===== src/rtl/code_programmer_pkg.sv =====
// Shared lock definitions: state encodings, combination length and the
// power-on combination used by the programmer, state_machine and decoder.
package code_programmer_pkg;

    localparam int              CP_NUM_DIGITS   = 6;
    localparam logic [23:0]     CP_DEFAULT_CODE = 24'h432731;

    localparam logic [3:0] ST_IDLE   = 4'b0000;
    localparam logic [3:0] ST_ENTER1 = 4'b0001;
    localparam logic [3:0] ST_ENTER2 = 4'b0010;
    localparam logic [3:0] ST_DONE   = 4'b0011;
    localparam logic [3:0] ST_FAIL   = 4'b0100;

    localparam logic [3:0] MAX_DIGIT = 4'd9;

endpackage


===== src/rtl/code_programmer_if.sv =====
// Switch inputs and status outputs of the combination programmer.
interface code_programmer_if
    import code_programmer_pkg::*;
#(
    parameter int NUM_DIGITS = CP_NUM_DIGITS
);
    // SW[9] is a level-sensitive enable with no ready: while it is high, each
    // rising clock edge consumes SW[3:0] as one digit; dropping it aborts.
    logic [9:0]              SW;
    logic [4*NUM_DIGITS-1:0] code_out;
    logic [3:0]              present_state;
    logic [2:0]              digit_idx;
    logic                    busy;

    modport master (
        output SW,
        input  code_out,
        input  present_state,
        input  digit_idx,
        input  busy
    );

    modport slave (
        input  SW,
        output code_out,
        output present_state,
        output digit_idx,
        output busy
    );

endinterface


===== src/rtl/code_programmer_code_store.sv =====
// Staging register for a combination being entered, plus per-slot comparison
// of the confirmation pass with a sticky mismatch flag.
module code_store #(
    parameter int NUM_DIGITS = 6,
    parameter int CODE_W     = 4 * NUM_DIGITS
) (
    input  logic              clk,
    input  logic              rst_n,
    input  logic              clear,
    input  logic              wr_en,
    input  logic              cmp_en,
    input  logic              clr_mismatch,
    input  logic [2:0]        slot,
    input  logic [3:0]        digit,
    output logic [CODE_W-1:0] staging,
    output logic              mismatch,
    output logic              mismatch_now
);

    logic [3:0] slot_val;
    logic       differs;

    // Slot 0 is the most significant nibble.
    always_comb begin
        slot_val = '0;
        for (int i = 0; i < NUM_DIGITS; i++) begin
            if (slot == 3'(i)) begin
                slot_val = staging[(NUM_DIGITS-1-i)*4 +: 4];
            end
        end
    end

    assign differs      = cmp_en && (digit != slot_val);
    assign mismatch_now = mismatch || differs;

    always_ff @(posedge clk or negedge rst_n) begin
        if (!rst_n) begin
            staging <= '0;
        end else if (clear) begin
            staging <= '0;
        end else if (wr_en) begin
            for (int i = 0; i < NUM_DIGITS; i++) begin
                if (slot == 3'(i)) begin
                    staging[(NUM_DIGITS-1-i)*4 +: 4] <= digit;
                end
            end
        end
    end

    always_ff @(posedge clk or negedge rst_n) begin
        if (!rst_n) begin
            mismatch <= 1'b0;
        end else if (clear || clr_mismatch) begin
            mismatch <= 1'b0;
        end else if (differs) begin
            mismatch <= 1'b1;
        end
    end

endmodule


===== src/rtl/code_programmer.sv =====
// Combination programmer: a new code is entered twice on the switches and
// committed to code_out only when both passes agree digit for digit.
module code_programmer
    import code_programmer_pkg::*;
#(
    parameter int                      NUM_DIGITS   = CP_NUM_DIGITS,
    parameter logic [4*NUM_DIGITS-1:0] DEFAULT_CODE = CP_DEFAULT_CODE
) (
    input logic [3:0]         KEY,
    code_programmer_if.slave  bus
);

    localparam int CODE_W = 4 * NUM_DIGITS;

    logic clk;
    logic rst_n;
    assign clk   = KEY[0];
    assign rst_n = KEY[3];

    logic unused_inputs;
    assign unused_inputs = ^{KEY[2:1], bus.SW[8:4]};

    logic       enable;
    logic [3:0] digit;
    logic       digit_ok;
    assign enable   = bus.SW[9];
    assign digit    = bus.SW[3:0];
    assign digit_ok = (digit <= MAX_DIGIT);

    logic [3:0]        state, next_state;
    logic [2:0]        idx, next_idx;
    logic [CODE_W-1:0] code_q;
    logic              last_digit;
    logic              st_clear, st_wr, st_cmp, st_clr_mm, commit;
    logic [CODE_W-1:0] staging;
    logic              mismatch, mismatch_now;

    assign last_digit = (idx == 3'(NUM_DIGITS - 1));

    code_store #(
        .NUM_DIGITS (NUM_DIGITS),
        .CODE_W     (CODE_W)
    ) u_store (
        .clk          (clk),
        .rst_n        (rst_n),
        .clear        (st_clear),
        .wr_en        (st_wr),
        .cmp_en       (st_cmp),
        .clr_mismatch (st_clr_mm),
        .slot         (idx),
        .digit        (digit),
        .staging      (staging),
        .mismatch     (mismatch),
        .mismatch_now (mismatch_now)
    );

    // Abort (enable low) outranks invalid digits and completion in every
    // active state, so it is tested first.
    always_comb begin
        next_state = state;
        next_idx   = idx;
        st_clear   = 1'b0;
        st_wr      = 1'b0;
        st_cmp     = 1'b0;
        st_clr_mm  = 1'b0;
        commit     = 1'b0;
        case (state)
            ST_IDLE: begin
                if (enable) begin
                    next_state = ST_ENTER1;
                    next_idx   = '0;
                    st_clear   = 1'b1;
                end
            end
            ST_ENTER1: begin
                if (!enable) begin
                    next_state = ST_IDLE;
                    next_idx   = '0;
                end else if (!digit_ok) begin
                    next_state = ST_FAIL;
                    next_idx   = '0;
                end else begin
                    st_wr = 1'b1;
                    if (last_digit) begin
                        next_state = ST_ENTER2;
                        next_idx   = '0;
                        st_clr_mm  = 1'b1;
                    end else begin
                        next_idx = idx + 3'd1;
                    end
                end
            end
            ST_ENTER2: begin
                if (!enable) begin
                    next_state = ST_IDLE;
                    next_idx   = '0;
                end else if (!digit_ok) begin
                    next_state = ST_FAIL;
                    next_idx   = '0;
                end else begin
                    st_cmp = 1'b1;
                    if (last_digit) begin
                        next_idx = '0;
                        if (mismatch_now) begin
                            next_state = ST_FAIL;
                        end else begin
                            next_state = ST_DONE;
                            commit     = 1'b1;
                        end
                    end else begin
                        next_idx = idx + 3'd1;
                    end
                end
            end
            ST_DONE, ST_FAIL: begin
                next_idx = '0;
                if (!enable) begin
                    next_state = ST_IDLE;
                end
            end
            default: begin
                next_state = ST_IDLE;
                next_idx   = '0;
            end
        endcase
    end

    always_ff @(posedge clk or negedge rst_n) begin
        if (!rst_n) begin
            state <= ST_IDLE;
            idx   <= '0;
        end else begin
            state <= next_state;
            idx   <= next_idx;
        end
    end

    // Staging is already complete on the final compare edge, so it commits as-is.
    always_ff @(posedge clk or negedge rst_n) begin
        if (!rst_n) begin
            code_q <= DEFAULT_CODE;
        end else if (commit) begin
            code_q <= staging;
        end
    end

    assign bus.code_out      = code_q;
    assign bus.present_state = state;
    assign bus.digit_idx     = idx;
    assign bus.busy          = (state != ST_IDLE);

endmodule

===== src/flat_wrapper.sv =====
// flat-port wrapper written by rule: the top's interface ports become plain ports
module code_programmer_flat import code_programmer_pkg::*;
#(
    parameter int                      NUM_DIGITS   = CP_NUM_DIGITS,
    parameter logic [4*NUM_DIGITS-1:0] DEFAULT_CODE = CP_DEFAULT_CODE
)
  (KEY, bus_SW, bus_code_out, bus_present_state, bus_digit_idx, bus_busy);
  code_programmer_if #(.NUM_DIGITS(NUM_DIGITS)) bus_i ();
  input logic [3:0] KEY;
  input wire logic [$bits(bus_i.SW)-1:0] bus_SW;
  output wire logic [$bits(bus_i.code_out)-1:0] bus_code_out;
  output wire logic [$bits(bus_i.present_state)-1:0] bus_present_state;
  output wire logic [$bits(bus_i.digit_idx)-1:0] bus_digit_idx;
  output wire logic [$bits(bus_i.busy)-1:0] bus_busy;
  assign bus_i.SW = bus_SW;
  assign bus_code_out = bus_i.code_out;
  assign bus_present_state = bus_i.present_state;
  assign bus_digit_idx = bus_i.digit_idx;
  assign bus_busy = bus_i.busy;
  code_programmer #(.NUM_DIGITS(NUM_DIGITS), .DEFAULT_CODE(DEFAULT_CODE)) u_core (.KEY(KEY), .bus(bus_i));
endmodule

===== config.mk =====
export PLATFORM = sky130hd
export DESIGN_NAME = code_programmer_flat
export DESIGN_NICKNAME = d
export VERILOG_FILES = /design/src/rtl/code_programmer_pkg.sv /design/src/rtl/code_programmer_if.sv /design/src/rtl/code_programmer_code_store.sv /design/src/rtl/code_programmer.sv /design/src/flat_wrapper.sv
export SDC_FILE = /design/constraint.sdc
export NUM_CORES = 1
export LEC_CHECK = 0
export ABC_AREA = 1
export CAP_MARGIN = 30
export CORE_ASPECT_RATIO = 1.4
export CORE_MARGIN = 5
export CORE_UTILIZATION = 30
export DETAILED_ROUTE_END_ITERATION = 16
export GPL_TIMING_DRIVEN = 0
export HOLD_SLACK_MARGIN = 0.12
export PLACE_DENSITY = 0.55
export REMOVE_ABC_BUFFERS = 1
export SKIP_LAST_GASP = 1
export SLEW_MARGIN = 20
export SYNTH_ARGS = -nofsm -noshare
export SYNTH_HDL_FRONTEND = slang
export SYNTH_SLANG_ARGS = --single-unit

===== constraint.sdc =====
create_clock -name KEY -period 2.4 [get_ports KEY]
set_clock_uncertainty 0.2 [all_clocks]
set_input_delay 0.48 -clock KEY [delete_from_list [all_inputs] [get_ports KEY]]
set_output_delay 0.48 -clock KEY [all_outputs]
set_load 0.01 [all_outputs]

==> key figures, run 1 <==
Global route
  – GRT Residual Overflow: 0
  – Global-route wire length before repair: 12600 um
  – Vias in the first global route: 2613
  – Pin count of the biggest net entering global routing: 17
  – Antenna violations before repair: 0
  – Total GRT Usage: 0.153

Floorplan
  – Die Ht: 122 um
  – Chip width: 90.1 um
  – Io pins: 46
  – Core Region: 8870 um2
  – Die area: 11000 um2
  – Initial core utilization: 0.303
  – Cell Rows: 41

Detailed routing
  – ANT nets after route: 0
  – DR WL/cell: 14.4 um
  – Starting DRT DRC Count: 178
  – Drt total wl: 7570 um
  – DRT Pass-1 Iters: 4
  – Drt via density: 4.75
  – DR vias: 2496
  – # DRC: 0

Setup path
  – FF-to-FF End: u_core.bus.code_out[11]
  – CP endpoint kind: flip-flop
  – Crit path DAT: 2.51 ns
  – Critical path launch point type: flip-flop
  – CP Class: reg2reg
  – Max FO, Critical Path: 6
  – Critical path required time: 2.44 ns
  – Reg-to-reg startpoint: u_core.bus.digit_idx[1]
  – Reg-to-reg slack, setup: -0.07 ns
  – R2R depth: 17

STA
  – RSZ-0062 raised after global routing: true
  – Final TNS setup: -0.797 ns
  – Max frequency: 405 MHz
  – WHS: -0.525 ns
  – Rel. slew slack: 0.579
  – Final period utilization: 1.03
  – Pins over their slew limit: 0
  – Setup WS post-layout: -0.0717 ns
  – Tmin final: 2.47 ns
  – Worst-margin pin slew: 0.628 ns
  – Fin. Hold Viols: 55
  – Final setup viols: 19

Finish
  – Most frequent cells in the layout: nand2_1 (128), dfrtp_1 (42), clkdlybuf4s50_1 (36)
  – Diodes inserted: 0
  – Layout cells sized above 1: 0.256
  – # fillers: 869
  – Area delta synth->final: 44.1%
  – Commonest non-fill, non-tap cell in the layout: nand2_1
  – # nets final: 429
  – Final std cells w/o fill: 525

Clock tree
  – Worst-Skew Late Latency: 0.30 ns
  – Worst-path clk slew: 0.07 ns
  – Post-CTS Hold Fix Bufs: 0
  – CTS tree: done

Synth
  – Post-synthesis sequential area ratio: 0.516
  – Post-synth cell types: 27
  – Synth Instances: 345
  – Synthesis Warnings: 0
  – Synthesized cell area: 2690 um2
  – Number of synthesized register bits: 55
  – Avg Inst Size Synth: 7.80 um2

Power
  – P_leak: 1.90 nW
  – Worst VDD drop: 0.000458 V
  – Pwr per Cell Area: 1030 nW/um2
  – PnR Total Power: 0.00399 W

Place
  – IO buf count: 36
  – Placer Congestion: 0.838
  – Detailed-placement wirelength estimate: 4440 um
  – Placed insts: 481

Min path
  – Min-Delay Path Class: clk2async

Run status
  – Violated checks: hold timing, setup timing
  – Status: finished with violations

Job
  – Max cap viols: 0
==> worst max-delay path: stages, from the launching register on <==
cell     delay, ns
dfrtp_2       0.47
buf_12        0.15
nor3_4        0.24
buf_6         0.17
nor2_1        0.05
nand2_1       0.06
nand2_1       0.08
nand3_1       0.07
nand2_1       0.05
nor2_1        0.12
nand2_2       0.08
nand2_4       0.09
nand3_4       0.11
nor2_4        0.16
buf_6         0.12
buf_16        0.11
nand2_1       0.05
nand2_1       0.05
==> where the power goes <==
group	switching (W)	total, W	internal, W
combinational	0.000707	0.00113	0.000426
clock	0.000795	0.00158	0.000783
sequential	0.000210	0.00128	0.00107
total	0.00171	0.00399	0.00228
==> cell usage after synthesis (all sizes together) <==
| cell type | number | area share |
|---|---|---|
| ha | 1 | 0.0046 |
| nor2 | 37 | 0.064 |
| nand2 | 153 | 0.22 |
| conb | 1 | 0.0014 |
| dfstp | 10 | 0.098 |
| o21ai | 29 | 0.054 |
| or2 | 4 | 0.0093 |
| clkinv | 1 | 0.0019 |
| o211ai | 1 | 0.0028 |
| nand4 | 2 | 0.0070 |
| dfrtp | 45 | 0.42 |
| buf | 7 | 0.023 |
| inv | 29 | 0.042 |
| nor3 | 2 | 0.0079 |
| a21oi | 12 | 0.022 |
| a21boi | 1 | 0.0028 |
| nand3 | 8 | 0.020 |
| o22ai | 2 | 0.0046 |
==> what timing repair did <==
item | in CTS | in global routing
pin swaps | 6 | 29
gates resized for setup | 15 | 48
buffers inserted | 19 | 5
endpoints found under the hold margin | 0 | 0
cloned | 4 | 1
endpoints found under the setup margin | 27 | 50
==> metrics by stage <==
| step | area (um2) | setup slack [ns] | utilization |
|---|---|---|---|
| floorplan | 2630 | -0.0704 | - |
| global placement | 3120 | -0.621 | 0.352 |
| detailed placement | 3120 | -0.671 | 0.352 |
| CTS | 3710 | -0.0586 | 0.418 |
| global route | 3880 | -0.251 | 0.437 |
| finish | 3880 | -0.0717 | 0.437 |
==> worst max path at each step <==
stage / endpoint / from / depth (start not counted) / slack [ns]
after floorplan: u_core.bus.code_out[11] / u_core.bus.digit_idx[0] / 18 / -0.07
after global placement: u_core.bus.code_out[23] / u_core.bus.digit_idx[0] / 18 / -0.62
after detailed placement: u_core.bus.code_out[1] / u_core.bus.digit_idx[0] / 18 / -0.67
after CTS: u_core.bus.code_out[14] / u_core.bus.digit_idx[1] / 19 / -0.06
after global routing: u_core.bus.code_out[12] / u_core.bus.digit_idx[1] / 20 / -0.25
final: u_core.bus.code_out[11] / u_core.bus.digit_idx[1] / 17 / -0.07
==> cells by family after synthesis <==
logic type	after synthesis	synth area share
flops	55	0.516
buf+inv	37	0.0674
other cells	1	0.00139
simple gates	206	0.324
fa+ha+maj	1	0.00465
compound gates	45	0.0864
==> layout make-up <==
| cell class | count | area (um2) | share of cell area |
|---|---|---|---|
| Sequential cell | 55 | 1390 | 0.359 |
| Multi-Input combinational cell | 256 | 1320 | 0.339 |
| Timing Repair Buffer | 61 | 626 | 0.161 |
| Clock buffer | 11 | 254 | 0.0655 |
| Tap cell | 107 | 134 | 0.0345 |
| Inverter | 30 | 124 | 0.0319 |
| Clock inverter | 5 | 33.8 | 0.00871 |
==> flip-flops by register name (all words and copies together) (netlist names) <==
name / cells
u_core.bus.digit_idx: 3
u_core.bus.present_state: 3
u_core.u_store.staging: 24
u_core.bus.code_out: 24
u_core.u_store.mismatch: 1
==> metal layers <==
layer	routed length (um)	global-route usage
met5	0	0
met2	3650	0.225
met4	429	0.159
met3	407	0.0723
met1	3080	0.154
No activity file was read; power rests on OpenSTA's default activity.
==> run 2: changes to the inputs <==
PLACE_DENSITY = 0.53   (was 0.55)
clock period = 2.3 ns   (was 2.4 ns; I/O delays follow)
==> run 2 against run 1 <==
The flow still finishes with violations (hold timing, setup timing). Design area grew 1.2%. Register-to-register slack lost 0.17 ns. Die area is the same. Utilization grew 0.54 points. Sequential power grew 3%. Critical path depth grew 3. Non-clock buffer count grew 4. Routed wire length grew 3.1%. Critical endpoint is now u_core.bus.code_out[18]. Largest power group unchanged. Highest routed layer unchanged.
==> key figures, run 2 (synthesized netlist as in run 1, its figures left out) <==
STA
  – WHS: -0.528 ns (was -0.525 ns)
  – Setup WS post-layout: -0.246 ns (was -0.0717 ns)
  – Pins over their slew limit: 0 (unchanged)
  – Tmin final: 2.55 ns (was 2.47 ns)
  – Final setup viols: 27 (was 19)
  – Final period utilization: 1.11 (was 1.03)
  – RSZ-0062 raised after global routing: true (unchanged)
  – Rel. slew slack: 0.629 (was 0.579)
  – Fin. Hold Viols: 55 (unchanged)
  – Worst-margin pin slew: 0.556 ns (was 0.628 ns)
  – Max frequency: 393 MHz (was 405 MHz)

Clock tree
  – Worst-Skew Late Latency: 0.30 ns (about the same)
  – Worst-path clk slew: 0.08 ns (was 0.07 ns)
  – CTS tree: done (unchanged)

Finish
  – Area of the multi-input gates: 1310 um2 (was 1320 um2)
  – # fillers: 882 (was 869)
  – # nets final: 433 (was 429)
  – Most frequent cells in the layout: nand2_1 (130), dfrtp_1 (42), clkdlybuf4s50_1 (36) (was nand2_1 (128), dfrtp_1 (42), clkdlybuf4s50_1 (36))
  – Layout cells sized above 1: 0.261 (was 0.256)
  – Post-route cell area: 3930 um2 (was 3880 um2)
  – Sequential cell area: 1390 um2 (unchanged)
  – Area delta synth->final: 45.9% (was 44.1%)
  – Commonest non-fill, non-tap cell in the layout: nand2_1 (unchanged)
  – Diodes inserted: 0 (unchanged)

Setup path
  – R2R depth: 20 (was 17)
  – CP startpoint: u_core.bus.digit_idx[1] (unchanged)
  – Cell family with most CP delay: simple AND/OR/NAND/NOR gates (unchanged)
  – CP endpoint kind: flip-flop (unchanged)
  – Crit path DAT: 2.54 ns (was 2.51 ns)
  – CP Class: reg2reg (unchanged)
  – CP max-delay cell: dfrtp_2 (unchanged)
  – Critical Path Max Stage Delay: 0.45 ns (was 0.47 ns)
  – Max FO, Critical Path: 4 (was 6)
  – Critical path required time: 2.30 ns (was 2.44 ns)
  – Worst path depth: 20 (was 17)
  – Worst path buffer plus inverter count: 4 (unchanged)
  – Crit-path most repeated cell: nand2_1 (unchanged)
  – Reg-to-reg startpoint: u_core.bus.digit_idx[1] (unchanged)
  – Critical path launch point type: flip-flop (unchanged)
  – Cells along the critical path: buf_6, nor2_4, nand2_4, nor2_2, nor2_1, nand2_1, nand2_1, nand2_1, nand2_1, nand2_1, nand2_1, nor2_2, nand2_2, nand2_4, buf_12, buf_12, nand4_4, buf_4, nand2_1, nand2_1 (was buf_12, nor3_4, buf_6, nor2_1, nand2_1, nand2_1, nand3_1, nand2_1, nor2_1, nand2_2, nand2_4, nand3_4, nor2_4, buf_6, buf_16, nand2_1, nand2_1)

Floorplan
  – Die Ht: 122 um (unchanged)
  – Initial core utilization: 0.303 (unchanged)
  – Cell Rows: 41 (unchanged)
  – Chip width: 90.1 um (unchanged)
  – Io pins: 46 (unchanged)
  – Core Region: 8870 um2 (unchanged)
  – Die area: 11000 um2 (unchanged)

Detailed routing
  – DRT Pass-1 Iters: 5 (was 4)
  – # DRC: 0 (unchanged)
  – Starting DRT DRC Count: 162 (was 178)
  – DR vias: 2487 (was 2496)
  – Drt via density: 4.70 (was 4.75)
  – DR WL/cell: 14.8 um (was 14.4 um)
  – ANT nets after route: 0 (unchanged)
  – Drt total wl: 7810 um (was 7570 um)

Place
  – IO buf count: 36 (unchanged)
  – Placer Congestion: 0.785 (was 0.838)
  – Placement Cell Area: 3120 um2 (unchanged)
  – Detailed-placement wirelength estimate: 4480 um (was 4440 um)

Run status
  – Violated checks: hold timing, setup timing (unchanged)
  – Status: finished with violations (unchanged)

Global route
  – GRT Residual Overflow: 0 (unchanged)
  – Pin count of the biggest net entering global routing: 18 (was 17)
  – Vias in the first global route: 2560 (was 2613)
  – Routing usage on met3: 0.0624 (was 0.0723)
  – GR peak layer: met2 (unchanged)
  – GRT met2 Usage: 0.225 (about the same)
  – Total GRT Usage: 0.150 (was 0.153)
  – M1 GR Usage: 0.154 (about the same)
  – Global-route wire length before repair: 12300 um (was 12600 um)
  – Antenna violations before repair: 0 (unchanged)

Power
  – Pwr per Cell Area: 1110 nW/um2 (was 1030 nW/um2)
  – P_leak: 1.92 nW (was 1.90 nW)
  – Worst VDD drop: 0.000657 V (was 0.000458 V)
  – PnR Total Power: 0.00436 W (was 0.00399 W)

Min path
  – Min-Delay Path Class: clk2async (unchanged)

Job
  – Max cap viols: 0 (unchanged)
==> run 2: power by group <==
group	switching (W)	internal, W
registers	0.000209	0.00112
clock network	0.000840	0.000930
logic	0.000784	0.000485
total	0.00183	0.00253
==> run 2: per-stage QoR <==
step | setup TNS (ns) | std cells | setup slack, ns | utilization
3_3_place_gp | -23.55 | 481 | -0.737 | 0.352
3_5_place_dp | -26.15 | 481 | -0.819 | 0.352
5_1_grt | -8.54 | 529 | -0.359 | 0.443
2_1_floorplan | -3.69 | 338 | -0.170 | -
6_report | -4.99 | 529 | -0.246 | 0.443
4_1_cts | -3.04 | 520 | -0.133 | 0.420
==> run 2: cell type report <==
class	instances	share of cell area
Sequential cell	55	0.355
Multi-Input combinational cell	256	0.334
Timing Repair Buffer	65	0.167
Clock buffer	10	0.0637
Tap cell	107	0.0341
Inverter	30	0.0303
Clock inverter	6	0.0172
==> run 2: path summary, 6_finish.rpt <==
| path | slack, ns | end |
|---|---|---|
| min in group KEY | 0.26 | u_core.bus.code_out[9] |
| setup reg to reg | -0.25 | u_core.bus.code_out[18] |
| hold reg to reg | 0.26 | u_core.bus.code_out[9] |
| hold / removal | -0.53 | u_core.u_store.staging[23] |
| max in group asynchronous | 2.22 | u_core.bus.code_out[5] |
| setup / recovery | -0.25 | u_core.bus.code_out[18] |
==> run 2: per-layer routing <==
layer,up-vias,wire length (um)
met5,-,0
met4,0,385
met3,23,319
met2,69,3850
met1,1170,3250
li1,1225,-
==> run 2: repair_timing <==
item	CTS	global route
hold buffers	0	0
hold endpoints to repair	0	0
pin swaps	16	13
endpoints found under the setup margin	32	52
gates resized for setup	27	31
cloned	3	0
buffers inserted	20	9
==> run 2: worst register-to-register path, cell delays in order, from the launching register on <==
cell     delay (ns)
dfrtp_2        0.45
buf_6          0.15
nor2_4         0.13
nand2_4        0.08
nor2_2         0.11
nor2_1         0.05
nand2_1        0.08
nand2_1        0.07
nand2_1        0.08
nand2_1        0.05
nand2_1        0.05
nand2_1        0.06
nor2_2         0.11
nand2_2        0.08
nand2_4        0.10
buf_12         0.11
buf_12         0.09
nand4_4        0.10
buf_4          0.21
nand2_1        0.06
nand2_1        0.05
==> run 3: changes to the inputs <==
ABC_AREA = default   (was 1)
PLACE_DENSITY = 0.52   (was 0.53)
==> run 3 against run 2 <==
The run still ends with hold timing, setup timing left. Utilization fell by 3.3 points. Sequential cell count did not move. First-iteration DRC count fell by 27%. Die area rose by 11%. Synthesized cell count fell by 17%. Critical path depth fell by 12. Global-route usage fell by 1.1 points. Fmax fell by 3.2%. Setup slack got worse by 0.085 ns. Sequential power fell by 23%. Clock-buffer cell count rose by 1. Largest cell class is now multi-input gates.
==> key figures, run 3 <==
Detailed routing
  – Drt via density: 5.03 (was 4.70)
  – Drt total wl: 7840 um (was 7810 um)
  – DR WL/cell: 16.6 um (was 14.8 um)
  – DR vias: 2380 (was 2487)
  – Starting DRT DRC Count: 119 (was 162)
  – # DRC: 0 (unchanged)
  – DRT Pass-1 Iters: 4 (was 5)
  – ANT nets after route: 0 (unchanged)

STA
  – Final TNS setup: -7.88 ns (was -4.99 ns)
  – Final setup viols: 28 (was 27)
  – Tmin final: 2.63 ns (was 2.55 ns)
  – Fin. Hold Viols: 55 (unchanged)
  – RSZ-0062 raised after global routing: true (unchanged)
  – Setup WS post-layout: -0.331 ns (was -0.246 ns)
  – Final period utilization: 1.14 (was 1.11)
  – Max frequency: 380 MHz (was 393 MHz)
  – Worst-margin pin slew: 0.646 ns (was 0.556 ns)
  – Rel. slew slack: 0.569 (was 0.629)
  – WHS: -0.527 ns (was -0.528 ns)
  – Pins over their slew limit: 0 (unchanged)

Place
  – IO buf count: 36 (unchanged)
  – Placer Congestion: 0.813 (was 0.785)
  – Detailed-placement wirelength estimate: 5050 um (was 4480 um)

Setup path
  – Reg-to-reg startpoint: u_core.bus.digit_idx[0] (was u_core.bus.digit_idx[1])
  – Critical path launch point type: flip-flop (unchanged)
  – FF-to-FF End: u_core.bus.code_out[18] (unchanged)
  – CP Class: reg2reg (unchanged)
  – Reg-to-reg slack, setup: -0.33 ns (was -0.25 ns)
  – Critical path required time: 2.29 ns (was 2.30 ns)
  – CP startpoint: u_core.bus.digit_idx[0] (was u_core.bus.digit_idx[1])
  – Crit path to: u_core.bus.code_out[18] (unchanged)
  – R2R depth: 8 (was 20)
  – CP endpoint kind: flip-flop (unchanged)
  – Max FO, Critical Path: 6 (was 4)
  – Crit path DAT: 2.62 ns (was 2.54 ns)

Synth
  – Avg Inst Size Synth: 10.6 um2 (was 7.80 um2)
  – Synthesized cell area: 3020 um2 (was 2690 um2)
  – Primary FF master, synth: dfrtp_1 (unchanged)
  – Cell taking the most area after synthesis: dfrtp_1 (unchanged)
  – Post-synth cell types: 53 (was 27)
  – Top-area cell type share of the netlist area: 0.373 (was 0.418)
  – Synthesis Warnings: 0 (unchanged)
  – Count leader, synth: dfrtp_1 (was nand2_1)
  – Synth cell count leaders: dfrtp_1 (45), nor2_1 (35), nand2_1 (22), mux2_4 (21), mux2i_1 (19) (was nand2_1 (151), dfrtp_1 (45), nor2_1 (35), o21ai_0 (29), inv_1 (27))
  – Synth Instances: 285 (was 345)
  – Synth Area in Simple Gates: 0.163 (was 0.324)
  – Number of synthesized register bits: 55 (unchanged)
  – Post-synthesis sequential area ratio: 0.460 (was 0.516)
  – Largest family of logic cells by synthesized area: multiplexers (was simple AND/OR/NAND/NOR gates)
  – Async SR Flop Fraction: 1.00 (unchanged)
  – Adder-cell area share of the yosys netlist: 0.00414 (was 0.00465)
  – Synth Area in Compound Gates: 0.121 (was 0.0864)
  – Post-synth EDFFs: 0 (unchanged)
  – Xor/xnor share of the synthesized area: 0.00290 (was 0)
  – Mux share of post-synthesis cell area: 0.190 (was 0)
  – Area contributors post-synth: dfrtp_1 (37%), mux2_4 (10%), dfstp_2 (8.7%) (was dfrtp_1 (42%), nand2_1 (21%), dfstp_2 (9.8%))

Floorplan
  – Io pins: 46 (unchanged)
  – Die Ht: 129 um (was 122 um)
  – Cell Rows: 43 (was 41)
  – Chip width: 94.8 um (was 90.1 um)
  – Initial core utilization: 0.305 (was 0.303)
  – Die area: 12200 um2 (was 11000 um2)
  – Core Region: 9900 um2 (was 8870 um2)

Global route
  – Antenna violations before repair: 0 (unchanged)
  – Total GRT Usage: 0.138 (was 0.150)
  – Pin count of the biggest net entering global routing: 17 (was 18)
  – Global-route wire length before repair: 12400 um (was 12300 um)
  – GRT Residual Overflow: 0 (unchanged)
  – Vias in the first global route: 2486 (was 2560)

Clock tree
  – Post-CTS Hold Fix Bufs: 0 (unchanged)
  – Worst-Skew Late Latency: 0.30 ns (about the same)
  – CTS tree: done (unchanged)
  – Worst-path clk slew: 0.07 ns (was 0.08 ns)

Power
  – Pwr per Cell Area: 755 nW/um2 (was 1110 nW/um2)
  – P_leak: 1.77 nW (was 1.92 nW)
  – PnR Total Power: 0.00306 W (was 0.00436 W)
  – Worst VDD drop: 0.000455 V (was 0.000657 V)

Finish
  – Layout cells sized above 1: 0.290 (was 0.261)
  – Diodes inserted: 0 (unchanged)
  – # nets final: 349 (was 433)
  – Most frequent cells in the layout: dfrtp_1 (40), nor2_1 (33), clkdlybuf4s50_1 (30) (was nand2_1 (130), dfrtp_1 (42), clkdlybuf4s50_1 (36))
  – Commonest non-fill, non-tap cell in the layout: dfrtp_1 (was nand2_1)
  – Area delta synth->final: 34.1% (was 45.9%)
  – Final core occ: 0.409 (was 0.443)

Run status
  – Status: finished with violations (unchanged)
  – Violated checks: hold timing, setup timing (unchanged)

Job
  – Max cap viols: 0 (unchanged)

Min path
  – Min-Delay Path Class: clk2async (unchanged)
-- run 3: changes by cell type in the layout (fill, tap and decap cells not counted), moves of 7 or more --
cell	previous run	this run
o21ai_0	28	9
mux2i_1	0	18
nand2b_1	0	7
mux2_4	0	25
inv_1	25	9
nand2_1	130	21
nand2_2	20	1
nor2_2	11	2
nor2_1	23	33
-- run 3: kinds of logic after synthesis --
kind of cell             count (synthesis)
AND/OR/NAND/NOR                         99
adder cells (fa/ha/maj)                  1
other                                    1
multiplexers                            46
AO/OA/AOI/OAI                           53
flip-flops                              55
buffers and inverters                   29
XOR/XNOR                                 1
-- run 3: critical path, stage by stage, from the launching register on --
cell and delay [ns]:
dfrtp_4 0.51, mux2_4 0.32, a221oi_4 0.27, mux2i_1 0.24, o2111ai_2 0.16, nor3_4 0.20, buf_6 0.16, clkbuf_16 0.16
mux2_4 0.29
-- run 3: through the flow --
| step | area [um2] | instances | setup slack [ns] |
|---|---|---|---|
| floorplan | 2880 | 265 | -1.19 |
| global placement | 3410 | 436 | -2.08 |
| detailed placement | 3470 | 440 | -1.18 |
| CTS | 3950 | 467 | -0.383 |
| global route | 4050 | 473 | -0.395 |
| finish | 4050 | 473 | -0.331 |
-- run 3: cell type report --
class / count / area, um2
fill: 998 / 5850
tap: 135 / 169
inverter: 9 / 33.8
timing repair buffer: 57 / 579
clock inverter: 5 / 48.8
clock buffer: 11 / 275
sequential: 55 / 1400
multi-input combinational: 201 / 1550
-- run 3: what timing repair did --
| action | in CTS | in global routing |
|---|---|---|
| buffers inserted | 10 | 5 |
| endpoints found under the setup margin | 54 | 52 |
| resized for setup | 23 | 14 |
| pin swaps | 2 | 2 |
| gates cloned | 1 | 1 |
-- run 3: report_power, final --
group	internal [W]	switching, W
Sequential	0.000989	0.0000242
Clock	0.000980	0.000809
Combinational	0.000117	0.000139
-- run 3: layer usage --
| metal | wire [um] | vias to the layer above | GRT usage |
|---|---|---|---|
| met5 | 0 | - | 0 |
| li1 | - | 1109 | - |
| met2 | 3800 | 79 | 0.196 |
| met3 | 426 | 25 | 0.0667 |
| met4 | 382 | 0 | 0.128 |
| met1 | 3230 | 1167 | 0.150 |
-- run 3: worst min path at each step --
stage / slack (ns) / from / cells after the start / to
3_3_place_gp: -0.50 / KEY[3] / 0 / u_core.bus.code_out[11]
6_report: -0.53 / KEY[3] / 2 / u_core.bus.code_out[21]
5_1_grt: -0.52 / KEY[3] / 2 / u_core.bus.code_out[21]
3_5_place_dp: -0.50 / KEY[3] / 0 / u_core.bus.code_out[11]
4_1_cts: -0.53 / KEY[3] / 2 / u_core.u_store.mismatch
2_1_floorplan: -0.50 / KEY[3] / 0 / u_core.bus.code_out[11]
